### src/rtl/mov_sprite_ctrl_pkg.sv
// Shared types and default screen/sprite geometry for the moving-sprite path.
// The VGA timing and sprite memory blocks use the same constants.
package mov_sprite_ctrl_pkg;

  localparam int H_ACTIVE_DEF = 640;
  localparam int V_ACTIVE_DEF = 480;
  localparam int SPR_SIZE_DEF = 64;

  typedef enum logic {
    ST_STAND = 1'b0,
    ST_WALK  = 1'b1
  } walk_state_t;

  // Saturate a signed candidate position into [0, hi]
  function automatic logic [9:0] clamp_pos(input logic signed [10:0] p,
                                           input logic [9:0] hi);
    logic signed [10:0] hi_s;
    hi_s = $signed({1'b0, hi});
    if (p < 0) return 10'd0;
    if (p > hi_s) return hi;
    return p[9:0];
  endfunction

endpackage

### src/rtl/mov_sprite_ctrl_window_cmp.sv
// Combinational raster-vs-sprite window compare with local coordinate subtract.
// Shared with the static-sprite paths.
module sprite_window_cmp
  import mov_sprite_ctrl_pkg::*;
#(
  parameter int H_ACTIVE = H_ACTIVE_DEF,
  parameter int V_ACTIVE = V_ACTIVE_DEF,
  parameter int SPR_SIZE = SPR_SIZE_DEF
) (
  input  logic [9:0] hcount,
  input  logic [9:0] vcount,
  input  logic [9:0] pos_x,
  input  logic [9:0] pos_y,
  output logic       hit,
  output logic [7:0] loc_x,
  output logic [7:0] loc_y
);

  localparam logic [9:0]  H_LIM = 10'(H_ACTIVE);
  localparam logic [9:0]  V_LIM = 10'(V_ACTIVE);
  localparam logic [10:0] SPR_W = 11'(SPR_SIZE);

  logic [10:0] dx;
  logic [10:0] dy;
  logic        in_h;
  logic        in_v;

  // Bit 10 is the borrow: set when the raster is left of / above the sprite
  assign dx = {1'b0, hcount} - {1'b0, pos_x};
  assign dy = {1'b0, vcount} - {1'b0, pos_y};

  assign in_h = (hcount < H_LIM) && !dx[10] && (dx < SPR_W);
  assign in_v = (vcount < V_LIM) && !dy[10] && (dy < SPR_W);

  assign hit   = in_h && in_v;
  assign loc_x = hit ? dx[7:0] : 8'd0;
  assign loc_y = hit ? dy[7:0] : 8'd0;

endmodule

### src/rtl/mov_sprite_ctrl.sv
// Moving-sprite control: per-frame position/facing/walk animation from buttons,
// and per-pixel sprite-local coordinates feeding the pattern memory address.
module mov_sprite_ctrl
  import mov_sprite_ctrl_pkg::*;
#(
  parameter int H_ACTIVE = H_ACTIVE_DEF,
  parameter int V_ACTIVE = V_ACTIVE_DEF,
  parameter int SPR_SIZE = SPR_SIZE_DEF,
  parameter int STEP     = 2,
  parameter int ANIM_DIV = 8,
  parameter int N_WALK   = 4,
  parameter int X_INIT   = 288,
  parameter int Y_INIT   = 208
) (
  input  logic       clock,
  input  logic       resetn,
  input  logic [9:0] hcount,
  input  logic [9:0] vcount,
  input  logic       frame_start,
  input  logic       enable,
  input  logic       btn_left,
  input  logic       btn_right,
  input  logic       btn_up,
  input  logic       btn_down,
  output logic [9:0] pos_x,
  output logic [9:0] pos_y,
  output logic [7:0] spr_x,
  output logic [7:0] spr_y,
  output logic [3:0] spr_char,
  output logic       spr_nx,
  output logic       spr_hit,
  output logic       spr_hit_d
);

  // state | meaning
  // STAND | no movement intent last update; char held at 0
  // WALK  | movement intent present (even if clamped); char cycles 1..N_WALK

  localparam int ANIM_W = (ANIM_DIV > 1) ? $clog2(ANIM_DIV) : 1;
  localparam logic [ANIM_W-1:0] ANIM_LAST = ANIM_W'(ANIM_DIV - 1);
  localparam logic [9:0]  X_MAX   = 10'(H_ACTIVE - SPR_SIZE);
  localparam logic [9:0]  Y_MAX   = 10'(V_ACTIVE - SPR_SIZE);
  localparam logic [9:0]  X_RST   = 10'(X_INIT);
  localparam logic [9:0]  Y_RST   = 10'(Y_INIT);
  localparam logic signed [10:0] STEP_S = 11'(STEP);
  localparam logic [3:0]  N_WALK_C = 4'(N_WALK);

  walk_state_t       state_q, state_d;
  logic [ANIM_W-1:0] anim_q, anim_d;
  logic [3:0]        char_q, char_d;
  logic              nx_q, nx_d;
  logic [9:0]        pos_x_q, pos_x_d;
  logic [9:0]        pos_y_q, pos_y_d;

  logic signed [10:0] h_int;
  logic signed [10:0] v_int;
  logic               moving;

  logic       win_hit;
  logic [7:0] win_x;
  logic [7:0] win_y;

  always_ff @(posedge clock or negedge resetn) begin
    if (!resetn) begin
      state_q <= ST_STAND;
      anim_q  <= '0;
      char_q  <= 4'd0;
      nx_q    <= 1'b0;
      pos_x_q <= X_RST;
      pos_y_q <= Y_RST;
    end else begin
      state_q <= state_d;
      anim_q  <= anim_d;
      char_q  <= char_d;
      nx_q    <= nx_d;
      pos_x_q <= pos_x_d;
      pos_y_q <= pos_y_d;
    end
  end

  always_comb begin
    state_d = state_q;
    anim_d  = anim_q;
    char_d  = char_q;
    nx_d    = nx_q;
    pos_x_d = pos_x_q;
    pos_y_d = pos_y_q;
    h_int   = 11'sd0;
    v_int   = 11'sd0;

    if (btn_left && !btn_right) h_int = -STEP_S;
    else if (btn_right && !btn_left) h_int = STEP_S;
    if (btn_up && !btn_down) v_int = -STEP_S;
    else if (btn_down && !btn_up) v_int = STEP_S;
    moving = (h_int != 11'sd0) || (v_int != 11'sd0);

    if (frame_start && enable) begin
      pos_x_d = clamp_pos($signed({1'b0, pos_x_q}) + h_int, X_MAX);
      pos_y_d = clamp_pos($signed({1'b0, pos_y_q}) + v_int, Y_MAX);
      if (btn_left && !btn_right) nx_d = 1'b1;
      else if (btn_right && !btn_left) nx_d = 1'b0;

      case (state_q)
        ST_STAND: begin
          if (moving) begin
            state_d = ST_WALK;
            char_d  = 4'd1;
            anim_d  = '0;
          end
        end
        ST_WALK: begin
          if (!moving) begin
            state_d = ST_STAND;
            char_d  = 4'd0;
            anim_d  = '0;
          end else if (anim_q == ANIM_LAST) begin
            anim_d = '0;
            char_d = (char_q >= N_WALK_C) ? 4'd1 : char_q + 4'd1;
          end else begin
            anim_d = anim_q + 1'b1;
          end
        end
        default: state_d = ST_STAND;
      endcase
    end
  end

  sprite_window_cmp #(
    .H_ACTIVE(H_ACTIVE),
    .V_ACTIVE(V_ACTIVE),
    .SPR_SIZE(SPR_SIZE)
  ) u_win (
    .hcount(hcount),
    .vcount(vcount),
    .pos_x (pos_x_q),
    .pos_y (pos_y_q),
    .hit   (win_hit),
    .loc_x (win_x),
    .loc_y (win_y)
  );

  // Raster outputs run every cycle; spr_hit_d lines up with the memory read data
  always_ff @(posedge clock or negedge resetn) begin
    if (!resetn) begin
      spr_x     <= 8'd0;
      spr_y     <= 8'd0;
      spr_char  <= 4'd0;
      spr_nx    <= 1'b0;
      spr_hit   <= 1'b0;
      spr_hit_d <= 1'b0;
    end else begin
      spr_x     <= win_x;
      spr_y     <= win_y;
      spr_char  <= char_q;
      spr_nx    <= nx_q;
      spr_hit   <= win_hit;
      spr_hit_d <= spr_hit;
    end
  end

  assign pos_x = pos_x_q;
  assign pos_y = pos_y_q;

endmodule

### config.mk
export PLATFORM = sky130hd
export DESIGN_NAME = mov_sprite_ctrl
export DESIGN_NICKNAME = d
export VERILOG_FILES = /design/src/rtl/mov_sprite_ctrl_pkg.sv /design/src/rtl/mov_sprite_ctrl_window_cmp.sv /design/src/rtl/mov_sprite_ctrl.sv
export SDC_FILE = /design/constraint.sdc
export NUM_CORES = 1
export LEC_CHECK = 0
export CAP_MARGIN = 5
export CORE_MARGIN = 2
export CORE_UTILIZATION = 55
export CTS_BUF_LIST = sky130_fd_sc_hd__clkbuf_8
export CTS_CLUSTER_DIAMETER = 120
export DETAILED_ROUTE_END_ITERATION = 16
export HOLD_SLACK_MARGIN = 0.12
export PLACE_DENSITY = 0.85
export SLEW_MARGIN = 0
export SYNTH_ARGS = -nofsm -noshare
export SYNTH_HDL_FRONTEND = slang
export SYNTH_SLANG_ARGS = --single-unit
### constraint.sdc
create_clock -name clock -period 3.43 [get_ports clock]
set_input_delay 0.343 -clock clock [delete_from_list [all_inputs] [get_ports clock]]
set_output_delay 0.343 -clock clock [all_outputs]
set_load 0.1 [all_outputs]
* Yosys cells after proc, flatten, opt, wreduce, memory -nomap -nowiden
Index checks and enable logic that the tools add are counted.
** Storage, ports and cells
- Flip-flop bits (word level) :: 52
- Latch bits :: 0
- Logic and storage cells :: 90
- Memories :: 0
- Memory bits (read-only) :: 0
- Input bits :: 28
- Memory bits (writable) :: 0
** Cells by class
- Add/sub/neg operators :: 6
- Multiplexer cells :: 36
- $lt $le $gt $ge :: 9
- Multipliers :: 0
- Reduce and logical (&&, ||, !) cells :: 23
- Shift-type cells :: 0
- Div/mod/pow operators :: 0
- Equality and inequality tests :: 3
- Bitwise gates (word level) :: 1
** Operators by type and width (number)
- $mux 10 :: 8
- $add 11x11->11 :: 2
- $lt 11x1->1 const B :: 2
- $lt 11x7->1 const B :: 2
- $mux 11 :: 2
- $reduce_bool 11->1 :: 2
- $sub 10x10->11 :: 2
- $mux 4 :: 4
- $mux 8 :: 2
- $mux 1 :: 13
- $gt 11x10->1 const B :: 1
- $gt 11x11->1 const B :: 1
- $logic_and 1x1->1 :: 10
- $lt 10x10->1 const B :: 1
- $lt 10x9->1 const B :: 1
- $mux 3 :: 3
- $pmux 4 s2 :: 1
- $logic_not 1->1 :: 6
- $pmux 3 s2 :: 1
- $add 4x1->4 const B :: 1
- $ge 4x3->1 const B :: 1
- $mux 2 :: 2
- $reduce_and 2->1 :: 2
- $add 3x1->3 const B :: 1
- other kinds (7) :: 7

* Longest topological paths before layout
Gate-level depths: netlist (run 1).
- Depth in word-level cells :: 12
- Gate-level depth with buffers :: 14
- Mapped depth without buffers :: 13

* By module
A second synthesis (run 1) with hierarchy kept.
** Second synthesis, totals
- Cells, all modules :: 525
- Area, all modules :: 4443.0 sq um
** By module, submodules not included
- mov_sprite_ctrl :: area each 3151.8 sq um, times used 1, cells an instance 340
- sprite_window_cmp :: area each 1291.2 sq um, times used 1, cells an instance 185

* Least setup slack after synthesis (run 1)
Ideal clock, no wire load.
- Path type :: register to register
- Start point :: register pos_x_q[2] (netlist: pos_x[2])
- End point :: register pos_x_q[7] (netlist: pos_x[7])
- Required time :: 3.335 ns
- Path buffers :: 1
- Path slack :: 0.050 ns
- Cell stages (with the launch flop) :: 11
- Data arrival time :: 3.285 ns
- Cells stage by stage :: dfrtp_1 > buf_2 > xor2_1 > ha_1 > or3b_1 > a21oi_2 > a221oi_1 > o41ai_2 > xor2_1 > or3_4 > o31ai_1
** Between the ends
- Longest elaborated chain between the ends :: 7
- Elaborated cells between the ends (all ways) :: 11
** Ends and longest elaborated chain
- start: declaration :: RTL line mov_sprite_ctrl.sv:52 : logic [9:0] pos_x_q, pos_x_d;
- start signal: assignment :: RTL line mov_sprite_ctrl.sv:76 : pos_x_q <= pos_x_d;
- $add 11x11->11 * :: RTL line mov_sprite_ctrl.sv:98 : pos_x_d = clamp_pos($signed({1'b0, pos_x_q}) + h_int, X_MAX);
- $gt 11x11->1 :: RTL line mov_sprite_ctrl_pkg.sv:20 : if (p > hi_s) return hi;
- $mux 1 (2 in a row) :: RTL line mov_sprite_ctrl_pkg.sv:20
- $mux 1 :: RTL line mov_sprite_ctrl.sv:97 : if (frame_start && enable) begin
- $mux 10 :: RTL line mov_sprite_ctrl_pkg.sv:21 : return p[9:0];
- $mux 10 * :: RTL line mov_sprite_ctrl_pkg.sv:20
Mark *: on every way between the ends. The rest lies on a longest branch, timed or not. The select of a mux whose other input is x is not followed.
A chain may end at the register's enable or synchronous reset.

* Worst setup path after layout (run 1)
- Start point :: input btn_down
- End point :: register pos_y_q[3] (netlist: pos_y[3])
** Between the ends
- Longest elaborated chain between the ends :: 10
- Elaborated cells between the ends (all ways) :: 16
** Ends and longest elaborated chain
- start: declaration :: RTL line mov_sprite_ctrl.sv:24 : input logic btn_down,
- $logic_and 1x1->1 / $logic_not 1->1 (equally long branches) :: RTL line mov_sprite_ctrl.sv:94, mov_sprite_ctrl.sv:93
- $mux 2 / $logic_and 1x1->1 (equally long branches) :: RTL line mov_sprite_ctrl.sv:94, mov_sprite_ctrl.sv:93
- $mux 11 * :: RTL line mov_sprite_ctrl.sv:93 : if (btn_up && !btn_down) v_int = -STEP_S;
- $add 11x11->11 * :: RTL line mov_sprite_ctrl.sv:99 : pos_y_d = clamp_pos($signed({1'b0, pos_y_q}) + v_int, Y_MAX);
- $gt 11x10->1 :: RTL line mov_sprite_ctrl_pkg.sv:20
- $mux 1 (2 in a row) :: RTL line mov_sprite_ctrl_pkg.sv:20
- $mux 1 :: RTL line mov_sprite_ctrl.sv:97
- $mux 10 :: RTL line mov_sprite_ctrl_pkg.sv:21
- $mux 10 * :: RTL line mov_sprite_ctrl_pkg.sv:20
- end signal: assignment :: RTL line mov_sprite_ctrl.sv:77 : pos_y_q <= pos_y_d;
- end: declaration :: RTL line mov_sprite_ctrl.sv:53 : logic [9:0] pos_y_q, pos_y_d;
Marks and branches as above.

==> results of run 1 <==
[cells in the mapped netlist (all sizes together) (3+ instances only)]
| cell type | instances | share of area, % |
|---|---|---|
| o21a | 5 | 0.93 |
| nor3 | 26 | 3.3 |
| a221oi | 4 | 1.0 |
| o31ai | 4 | 1.1 |
| a211oi | 5 | 1.1 |
| a31oi | 7 | 1.5 |
| a21oi | 24 | 3.2 |
| ha | 31 | 9.6 |
| o22ai | 4 | 0.62 |
| nand3 | 7 | 0.87 |
| xnor2 | 23 | 5.0 |
| clkbuf | 10 | 0.93 |
| o31a | 3 | 0.68 |
| nor2 | 31 | 2.9 |
| o21ai | 31 | 3.9 |
| inv | 35 | 3.3 |
| and3 | 4 | 0.74 |
| nor2b | 3 | 0.47 |
| a21o | 7 | 1.3 |
| dfstp | 5 | 3.3 |
| xor2 | 7 | 1.5 |
| mux2i | 4 | 0.99 |
| dfrtp | 45 | 28 |
| and2 | 3 | 0.53 |
| a22o | 10 | 2.2 |
| nand2b | 5 | 0.77 |
| buf | 16 | 2.6 |
| o211ai | 3 | 0.56 |
| nand4 | 6 | 0.93 |
| nand2 | 27 | 2.5 |
| or3 | 7 | 1.3 |
| nor4 | 9 | 1.4 |
| o21bai | 3 | 0.56 |
| a22oi | 4 | 0.74 |
[layer usage]
layer / vias to the layer above / GRT usage, %
met3: 16 / 4.022
met1: 1836 / 34.43
li1: 1825 / -
met5: - / 0
met2: 109 / 43.25
met4: 0 / 6.377
[final timing paths]
path / slack [ps] / start / end / cells after the start
worst max-delay path: 160 / btn_down / pos_y[3] / 14
worst min-delay path: 220 / resetn / spr_hit_d / 1
worst max register to register: 410 / pos_x[1] / spr_x[5] / 11
worst min register to register: 380 / spr_hit / spr_hit_d / 0
max in group asynchronous: 2550 / resetn / pos_y[3] / 1
min in group clock: 380 / spr_hit / spr_hit_d / 0
[critical path, stage by stage]
cell             delay, ps
clkdlybuf4s50_1        460
inv_1                   50
ha_1                   300
inv_1                   50
ha_1                   200
ha_1                   230
or3_1                  330
a21oi_2                180
nor2_1                 120
a211oi_2               250
mux2i_1                300
xor2_2                 320
nor3_2                 130
a22o_1                 220
[metrics by stage]
step           hold slack, ps  power [mW]  util [%]  std cells  worst slack, ps
3_5_place_dp            363.4       3.693     67.59        624           -235.6
4_1_cts                 262.5       4.133     69.15        632            71.16
2_1_floorplan           47.41       3.086         -        465            50.04
5_1_grt                 313.3       4.417     69.26        632           -9.288
3_3_place_gp            359.5       3.610     67.59        624           -32.26
6_report                224.5       4.135     69.26        632            156.2
[state kept, by name, summed over array words and instances (netlist names)]
signal,cells
anim_q,3
spr_x,8
spr_hit_d,1
spr_hit,1
state_q,1
spr_nx,1
spr_char,4
char_q,4
spr_y,8
pos_x,9
nx_q,1
pos_y,9
[power breakdown]
part	switching, mW	internal (mW)
Clock	0.204	0.219
Combinational	1.76	0.934
Sequential	0.273	0.743
Total	2.24	1.90
[area by class of cell]
class	count	area, µm²	share of cell area [%]
timing repair buffer	86	808.3	16.26
sequential	50	1257	25.30
inverter	35	131.4	2.644
clock buffer	5	68.82	1.385
multi-input combinational	354	2536	51.03
clock inverter	3	43.79	0.8812
tap	99	123.9	2.492
[logic make-up (layout without fill, tap and decap cells)]
group | after synthesis | in the layout
AO/OA/AOI/OAI | 139 | 139
multiplexers | 5 | 5
XOR/XNOR | 30 | 30
AND/OR/NAND/NOR | 139 | 139
flip-flops | 50 | 50
buffers and inverters | 61 | 129
other | 2 | 8
adder cells (fa/ha/maj) | 33 | 33
==> impl_metrics.csv, run 1 <==
group,metric,value,unit
yosys,syn_avg_cell_area,8.794,µm²
yosys,synthXorXnorAreaFrac,6.510,%
finish,finalInstanceArea,0.004970,mm²
yosys,synth_mux_area_share,1.271,%
floorplanning,fp.dieH,89.67,µm
yosys,synth-simple-area-share,18.04,%
routing,highest_layer,"met4",
clock_network,clk_path_buf_depth,2,
worst_hold_path,worstHoldPathType,"in2async",
global_routing,grt_pass1_vias,3518,
yosys,yosysUniqueCellTypes,82,
placement,portBuffers,68,
yosys,synth_top_family_by_area,"compound AO/OA/AOI/OAI gates",
placement,dp_hpwl,7.546,mm
power_and_ir_drop,p_per_area,832.1,mW/mm²
routing,met3_length,441,µm
yosys,syn-cell-area,0.004036,mm²
routing,wl_met1,4.354,mm
timing,relSlewSlack,29.26,%
finish,drive_gt1_share,10.69,%
yosys,synth_flop_cell,"dfrtp_1",
finish,layout.cells.most_common,"clkdlybuf4s50_1",
global_routing,antenna_found_initial,0,
setup_path,path_max_fanout,5,
floorplanning,dieArea,0.008040,mm²
clock_network,cts.clk_slew.worst_paths,90,ps
routing,route.met2.wl,4.860,mm
routing,totalWireLength,9.810,mm
routing,num_vias,3786,
clock_network,post-cts-setup-buffer-count,0,
setup_path,critPathArrivalTime,3470,ps
placement,gp_congestion,0.8967,
yosys,synth_edf_count,0,
finish,fill_cells,547,
setup_path,cp-end-kind,"register",
timing,hold_violations,0,
setup_path,setup.worst_path.start_class,"primary input",
clock_network,clk_latency,300,ps
global_routing,grt_pass1_wl,16.33,mm
finish,final_cell_mix,"clkdlybuf4s50_1 (66), dfrtp_1 (45), inv_1 (35)",
timing,final-max-slew-violation-count,0,
clock_network,numClockSinks,50,
yosys,ys_ff_latch,50,
timing,max_slew.worst_pin.slew,1061,ps
global_routing,grt_remaining_overflow,0,
global_routing,grt.total_usage,25.59,%
finish,antennaDiodeCount,0,
setup_path,crit_type,"in2reg",
clock_network,cts_tree,"done",
clock_network,holdBufCountCts,0,
run,maxCapViolations,0,
timing,clock_skew,3.998,ps
floorplanning,fp-row-count,31,
setup_path,required,3630,ps
timing,final-setup-viol-count,0,
clock_network,ctsResizeCount,0,
outcome,outcome,"finished clean",
finish,area_delta_synth_final,23.12,%
routing,viasPerCell,5.991,
timing,fmax,305.5,MHz
timing,fin_crit,3274,ps
yosys,synthArstFlopShare,100.0,%
placement,place_area,0.004850,mm²
power_and_ir_drop,p_leak,2.138,nW
routing,drtIter0Drc,168,
floorplanning,io_pins,71,
floorplanning,design.core.area,0.007176,mm²
timing,finalCritPeriodShare,95.45,%
clock_network,cts_made_buffers,5,
routing,drc,0,
power_and_ir_drop,ir_drop,0.5770,mV
yosys,yosysSeqAreaShare,31.15,%
yosys,syn_inst,459,
yosys,synth_compound_gate_area_share,25.48,%
routing,ant_nets,0,
routing,dr.pass1.iters,5,
floorplanning,die_x,89.67,µm
clock_network,cts_root_buf,"clkbuf_8",
finish,nets,593,
global_routing,grt_max_degree,51,
floorplanning,start_util,56.25,%
routing,wl_per_cell,15.52,µm
timing,setup_tns,0,ps
clock_network,htree_num_levels,2,
yosys,synth_adder_area_share,10.60,%
yosys,yosys_warnings,0,
Note: power is estimated with default switching activity, not from simulation.
==> run 2: changes to the inputs <==
Settings changed: CORE_UTILIZATION 55 to 67, DONT_BUFFER_PORTS from default to 1.
==> run 2 against run 1 <==
Effect of this change: combinational power shrank 4%; cell area decreased by 12%; wire length fell by 0.15%; clock power about the same; die area shrank 17%; cell count down 13%; largest cell class unchanged.
==> impl_metrics.csv, run 2 (same netlist as run 1, synthesis figures left out) <==
group,metric,value,unit
outcome,outcome,"finished clean",
floorplanning,fp.dieH,81.62,µm
power_and_ir_drop,switchingPower,2.231,mW
setup_path,required,3630,ps
power_and_ir_drop,p_comb_share,64.3,%
clock_network,ctsResizeCount,0,
routing,route.met2.wl,4.713,mm
timing,final-setup-viol-count,0,
finish,regArea,0.001257,mm²
floorplanning,io_pins,71,
worst_hold_path,whs_endpoint,"spr_x[0]",
finish,fill_cells,402,
routing,highest_layer,"met4",
setup_path,r2r_slack,400,ps
placement,dp_hpwl,7.404,mm
power_and_ir_drop,p_int,1.788,mW
placement,pre_cts_ws,94.44,ps
timing,finalCritPeriodShare,89.92,%
routing,drtIter0Drc,342,
timing,fmax,324.2,MHz
power_and_ir_drop,ir_drop,0.5622,mV
global_routing,grt_max_degree,51,
clock_network,clk_path_buf_depth,2,
worst_hold_path,hp-start,"hcount[0]",
floorplanning,start_util,68.58,%
placement,gp_congestion,0.8937,
setup_path,worst-r2r-cell-count,10,
clock_network,cts_made_buffers,5,
power_and_ir_drop,p_leak,1.941,nW
power_and_ir_drop,seq_power_share,25.1,%
floorplanning,dieArea,0.006661,mm²
timing,max_slew.worst_pin.slew,930.4,ps
timing,relSlewSlack,37.97,%
routing,totalWireLength,9.795,mm
setup_path,crit_top_cell,"ha_1",
timing,fin_crit,3084,ps
run,maxCapViolations,0,
clock_network,clk_latency,300,ps
clock_network,cts.clk_slew.worst_paths,90,ps
finish,final_cell_mix,"dfrtp_1 (45), inv_1 (35), nor2_1 (31), ha_1 (31), o21ai_0 (28)",
setup_path,cp_slowest_cell,"xor2_1",
floorplanning,design.core.area,0.005886,mm²
routing,met3_length,747,µm
finish,layout.cells.most_common,"dfrtp_1",
timing,rsz0062_at_grt,"false",
timing,fin_ws,345.6,ps
global_routing,grt_pass1_vias,3355,
finish,antennaDiodeCount,0,
power_and_ir_drop,clkPwrFrac,10.6,%
clock_network,htree_num_levels,2,
routing,num_vias,3590,
floorplanning,fp-row-count,28,
placement,portBuffers,0,
global_routing,grt_remaining_overflow,0,
finish,multiInputGateArea,0.002529,mm²
floorplanning,die_x,81.62,µm
setup_path,setup.worst_path.start_class,"primary input",
setup_path,regToRegEndpoint,"pos_y[3]",
global_routing,antenna_found_initial,0,
routing,ant_nets,0,
worst_hold_path,holdPathStages,2,
routing,viasPerCell,6.539,
clock_network,numClockSinks,50,
setup_path,crit_type,"in2reg",
routing,wl_met1,4.154,mm
timing,hold_violations,0,
global_routing,grt.total_usage,30.56,%
setup_path,critPathArrivalTime,3280,ps
timing,final-max-slew-violation-count,0,
global_routing,grt_pass1_wl,16.04,mm
setup_path,crit_path_max_incr_delay,460,ps
routing,dr.pass1.iters,5,
routing,drc,0,
clock_network,cts_tree,"done",
timing,clock_skew,8.866,ps
setup_path,cp-end-kind,"register",
setup_path,path_cells,"inv_1 > ha_1 > inv_1 > ha_1 > ha_1 > or3_1 > a21oi_2 > nor2_1 > a211oi_2 > mux2i_1 > xor2_1 > nor3_2 > a22o_1",
power_and_ir_drop,switching_share,55.50,%
setup_path,path_max_fanout,6,
routing,wl_per_cell,17.84,µm
finish,final_util,73.89,%
worst_hold_path,worstHoldPathType,"in2reg",
setup_path,r2r_start,"pos_y[1]",
timing,setup_tns,0,ps
finish,area_delta_synth_final,7.750,%
finish,drive_gt1_share,13.08,%
power_and_ir_drop,p_per_area,924.1,mW/mm²
clock_network,cts_root_buf,"clkbuf_8",
finish,nets,534,
-- run 2: cell type report --
| type | instances | share of cell area (%) |
|---|---|---|
| Clock buffer | 5 | 1.582 |
| Clock inverter | 3 | 1.007 |
| Inverter | 35 | 3.021 |
| Multi-Input combinational cell | 354 | 58.14 |
| Sequential cell | 50 | 28.91 |
| Tap cell | 75 | 2.158 |
| Timing Repair Buffer | 27 | 5.178 |
-- run 2: worst max-delay path: cells and delay by family --
family                     cells  cell delay, ps
and+or+nand+nor                3             610
muxes                          1             260
xor gates and xnor gates       1             460
AOI/OAI and AO/OA              3             640
buffers and inverters          2             110
adders and majority gates      3             860
-- run 2: per-layer routing --
layer	vias up	track usage, %
li1	1699	-
met1	1725	39.90
met2	150	52.13
met3	16	5.495
met4	0	8.333
met5	-	0
-- run 2: repair_timing --
item,CTS,global route
endpoints found under the hold margin,50,0
hold buffers,2,0
setup buffers,0,2
endpoints found under the setup margin,0,4
-- run 2: power groups by stage --
stage	Combinational (mW)	Sequential [mW]	Clock [mW]
after detailed placement	2.53	1.02	0
after CTS	2.56	1.01	0.426
after global placement	2.45	1.01	0
final	2.58	1.01	0.425
after floorplan	1.47	1.62	0
after global routing	2.79	1.03	0.459
-- run 2: per-stage QoR --
stage	hold slack (ps)	total power, mW	std cells	cell area (µm²)
after global placement	48.29	3.461	537	4184
after global routing	138.9	4.280	549	4349
after floorplan	47.41	3.086	465	4059
after detailed placement	48.42	3.548	537	4184
after CTS	140.0	3.993	547	4334
final	160.7	4.019	549	4349
-- run 2: how the worst max path moves through the flow --
stage | start | endpoint | slack [ps] | cells after the start
after floorplan | pos_x[2] | pos_x[7] | 50 | 10
after global placement | btn_down | pos_y[3] | 200 | 13
after detailed placement | btn_down | pos_y[3] | 90 | 13
after CTS | pos_x[1] | spr_x[5] | 240 | 10
after global routing | btn_down | pos_y[3] | 180 | 13
final | btn_down | pos_y[3] | 350 | 13
==> edit 1: new RTL, config.mk and constraints of run 1 <==
Change the parameter `ANIM_DIV` from 8 to 16.
--- a/src/rtl/mov_sprite_ctrl.sv
+++ b/src/rtl/mov_sprite_ctrl.sv
@@ -9,3 +9,3 @@
   parameter int STEP     = 2,
-  parameter int ANIM_DIV = 8,
+  parameter int ANIM_DIV = 16,
   parameter int N_WALK   = 4,
Formal check against the unedited RTL: same outputs for any inputs over 4 cycles, from zero or initial values and one cycle with resetn low; that may be too few to reach the edited logic, so the function may still have changed.
==> edit 1 against run 1 <==
Combinational power up 2%. Hold slack improved by 0.0080 ns. Global-route usage grew 1.0 points. Area after synthesis increased by 1.0%. Power up 0.60%. Cell area grew 0.88%. Setup slack improved by 0.025 ns. Sequential share of layout area rose by 0.45 points. Register-to-register slack worse by 0.23 ns. Routed wire length is 8.9% higher. First-iteration DRC count rose by 16%. Sequential cell count rose by 1. Synthesized cell count rose by 3.7%. Largest cell class unchanged. Largest power group unchanged. Highest routed layer unchanged.
==> edit 1: results (changes against run 1) <==
metric;value;unit;change
worst-path fanout max;14;;was 5
CTS Root Cell;clkbuf_8;;unchanged
pin count of the biggest net entering global routing;52;;was 51
Multi-In Gates;364;;was 354
all-layer global routing usage;0.266;;was 0.256
status;finished, final reports clean;;unchanged
sequential share of cell area;0.258;;was 0.253
Tightest Hold Check Type;in -> async;;unchanged
invs w/o clock;39;;was 35
synthesis-to-layout area growth;23.0;%;was 23.1%
Post-CTS Repair Setup Buffers;0;;unchanged
Data arrival, critical path;3.46;ns;was 3.47 ns
filler instances;599;;was 547
Antenna diodes;0;;unchanged
clock buffer depth;2;;unchanged
multi-input logic area;2540;sq um;about the same
Layout Nets;609;;was 593
switching power;2.30;mW;was 2.24 mW
seq_cells;51;;was 50
LEAKAGE;2.12;nW;was 2.14 nW
ys async rst share;1.00;;unchanged
initial antenna violation count;0;;unchanged
gpl congestion;0.918;;was 0.897
main area contributors after synthesis;dfrtp_1 28%, ha_1 9.2%, o21ai_0 4.9%, xnor2_1 3.9%, inv_1 3.6%;;was dfrtp_1 28%, ha_1 9.6%, xnor2_1 5.0%, o21ai_0 3.5%, dfstp_2 3.3%
Synth cell types;79;;was 82
worst rel slew slack;0.250;;was 0.293
IO Port Bufs;68;;unchanged
clk_skew;0.00766;ns;was 0.00400 ns
# H-tree levels;2;;unchanged
Seq/Total Area, Yosys;0.315;;was 0.312
vias in the first global route;3898;;was 3518
clock network share of area;0.0177;;was 0.0227
WL/cell;16.5;um;was 15.5 um
via count;3968;;was 3786
first-pass GRT wire length;18100;um;was 16300 um
Post-DP HPWL;8050;um;was 7550 um
total CTS buffers;5;;unchanged
post_cts resized;0;;unchanged
buffering overhead;0.165;;was 0.163
Post-synth top cells;46 x dfrtp_1, 40 x o21ai_0, 39 x inv_1;;was 45 x dfrtp_1, 35 x inv_1, 31 x ha_1, 31 x nor2_1, 28 x o21ai_0
share of post-route cells with drive strength above 1;0.0982;;was 0.107
VDD IR max;0.563;mV;was 0.577 mV
DR pass1 iterations;4;;was 5
Yosys warnings;0;;unchanged
1st-iter DRT viols;195;;was 168
worst slack, placed;-0.0263;ns;was -0.236 ns
clk slew on worst S/H paths;0.10;ns;
clock insertion delay at the later pin of the skew report;0.32;ns;was 0.30 ns
Plain + repair buffers;88;;was 86
[edit 1: power by group through the flow]
stage | Clock (mW) | Sequential, mW | Combinational [mW]
4_1_cts | 0.363 | 1.03 | 2.74
3_3_place_gp | 0 | 1.03 | 2.67
5_1_grt | 0.388 | 1.06 | 2.98
3_5_place_dp | 0 | 1.04 | 2.73
6_report | 0.366 | 1.03 | 2.76
2_1_floorplan | 0 | 1.66 | 1.44
[edit 1: final timing paths]
kind	start	to	slack (ns)	cells past startpoint
min reg2reg	nx_q	spr_nx	0.39	0
max reg2reg	pos_y[4]	spr_y[3]	0.18	9
min in group clock	nx_q	spr_nx	0.39	0
max in group asynchronous	resetn	pos_y[5]	2.42	1
min	resetn	spr_char[3]	0.23	1
max	pos_y[4]	spr_y[3]	0.18	9
[edit 1: logic make-up (layout without fill, tap and decap cells)]
logic type	Yosys count	after routing	synth area share
AOI/OAI and AO/OA	157	157	0.268
and+or+nand+nor	138	138	0.182
buffers and inverters	67	135	0.0687
DFF	51	51	0.315
adders and majority gates	32	32	0.102
xor gates and xnor gates	25	25	0.0537
muxes	4	4	0.0101
other	2	8	0.00184
[edit 1: worst max-delay path, cell delays in order (launching register included)]
cell and delay [ns]:
dfstp_4 0.71, inv_1 0.11, ha_1 0.32, o21a_1 0.17, o21ai_0 0.21, a221oi_1 0.11, o21a_1 0.21, or4b_2 0.61
a31o_2 0.36, nor4b_1 0.31
[edit 1: metal layers]
metal / wire length, um / global-route usage
met1: 4500 / 0.330
met2: 5550 / 0.483
met3: 526 / 0.0302
met4: 113 / 0.0808
met5: 0 / 0
[edit 1: metrics by stage]
step	util	area, sq um	cells
after floorplan	-	4110	482
after global placement	0.683	4920	641
after detailed placement	0.683	4920	641
after CTS	0.695	5010	649
after global routing	0.695	5010	649
final	0.695	5010	649
==> edit 2: new RTL, flow settings as in run 1 <==
Made on the original files. Make the reset (`resetn`) synchronous in 2 clocked blocks.
--- a/src/rtl/mov_sprite_ctrl.sv
+++ b/src/rtl/mov_sprite_ctrl.sv
@@ -62,3 +62,3 @@
 
-  always_ff @(posedge clock or negedge resetn) begin
+  always_ff @(posedge clock) begin
     if (!resetn) begin
@@ -142,3 +142,3 @@
   // Raster outputs run every cycle; spr_hit_d lines up with the memory read data
-  always_ff @(posedge clock or negedge resetn) begin
+  always_ff @(posedge clock) begin
     if (!resetn) begin
Formal check against the unedited RTL: differs if resetn is asserted again (counterexample within 4 cycles, from zero or initial values and one cycle with resetn low); with resetn held inactive, the same outputs for 4 cycles.
==> edit 2 against run 1 <==
Hold slack improved by 0.27 ns. Cell area decreased by 3.2%. Die area fell by 3.1%. Setup slack improved by 0.085 ns. Routed wire length is 2.1% lower. Synthesized cell count up 4.4%. Sequential cell count stayed put. Area after synthesis is 3.2% lower. Core utilization rose by 1.2 points. Critical endpoint is now pos_y[4].
Power is not compared: it rests on default switching activity, and its combinational part moved more than twofold at a synthesized area within 25%.
==> edit 2: results (changes against run 1) <==
metric;value;unit;change
all-layer global routing usage;0.246;;was 0.256
post-synthesis mux area share;0.0112;;was 0.0127
CP top delay family;compound AO/OA/AOI/OAI gates;;was adder cells
Mapped Cells;479;;was 459
worst r2r path cells;10;;was 11
Tightest Hold Check Type;reg -> reg;;was in -> async
Post-Synth Adder-Cell Area;0.110;;was 0.106
Data arrival, critical path;3.39;ns;was 3.47 ns
XOR/XNOR share of the synthesized area;0.0647;;was 0.0651
Seq/Total Area, Yosys;0.256;;was 0.312
Placed Area;4690;sq um;was 4850 sq um
main area contributors after synthesis;dfxtp_1 26%, ha_1 9.9%, xnor2_1 4.3%, nand2_1 3.8%, nor2_1 3.2%;;was dfrtp_1 28%, ha_1 9.6%, xnor2_1 5.0%, o21ai_0 3.5%, dfstp_2 3.3%
Tcrit/Tclk final;0.930;;was 0.954
clk_skew;0.00673;ns;was 0.00400 ns
status;finished, final reports clean;;unchanged
Post-DP HPWL;7250;um;was 7550 um
pin count of the biggest net entering global routing;31;;was 51
crit path to;pos_y[4];;was pos_y[3]
WL final;9600;um;was 9810 um
1st-iter DRT viols;219;;was 168
Synth cell types;81;;was 82
WL/cell;15.0;um;was 15.5 um
worst-margin pin slew;0.980;ns;was 1.06 ns
Compound-Gate Fraction of Synth Area;0.254;;was 0.255
worst-path fanout max;4;;was 5
Layout Nets;606;;was 593
## edit 2: timing repair
| action | 4_1_cts | 5_1_grt |
|---|---|---|
| resized for setup | 0 | 2 |
| hold buffers | 0 | 0 |
| endpoints found under the setup margin | 0 | 3 |
## edit 2: final cells by class
| class | count | area, sq um |
|---|---|---|
| Fill cell | 558 | 2020 |
| Inverter | 28 | 105 |
| Multi-Input combinational cell | 377 | 2680 |
| Clock inverter | 3 | 43.8 |
| Clock buffer | 5 | 68.8 |
| Tap cell | 96 | 120 |
| Timing Repair Buffer | 83 | 793 |
| Sequential cell | 50 | 1000 |
## edit 2: layer usage
metal | share of wire | up-vias | GRT usage
li1 | - | 1884 | -
met1 | 0.45 | 1760 | 0.331
met2 | 0.47 | 125 | 0.409
met3 | 0.059 | 17 | 0.0382
met4 | 0.019 | 0 | 0.0744
met5 | 0 | - | 0
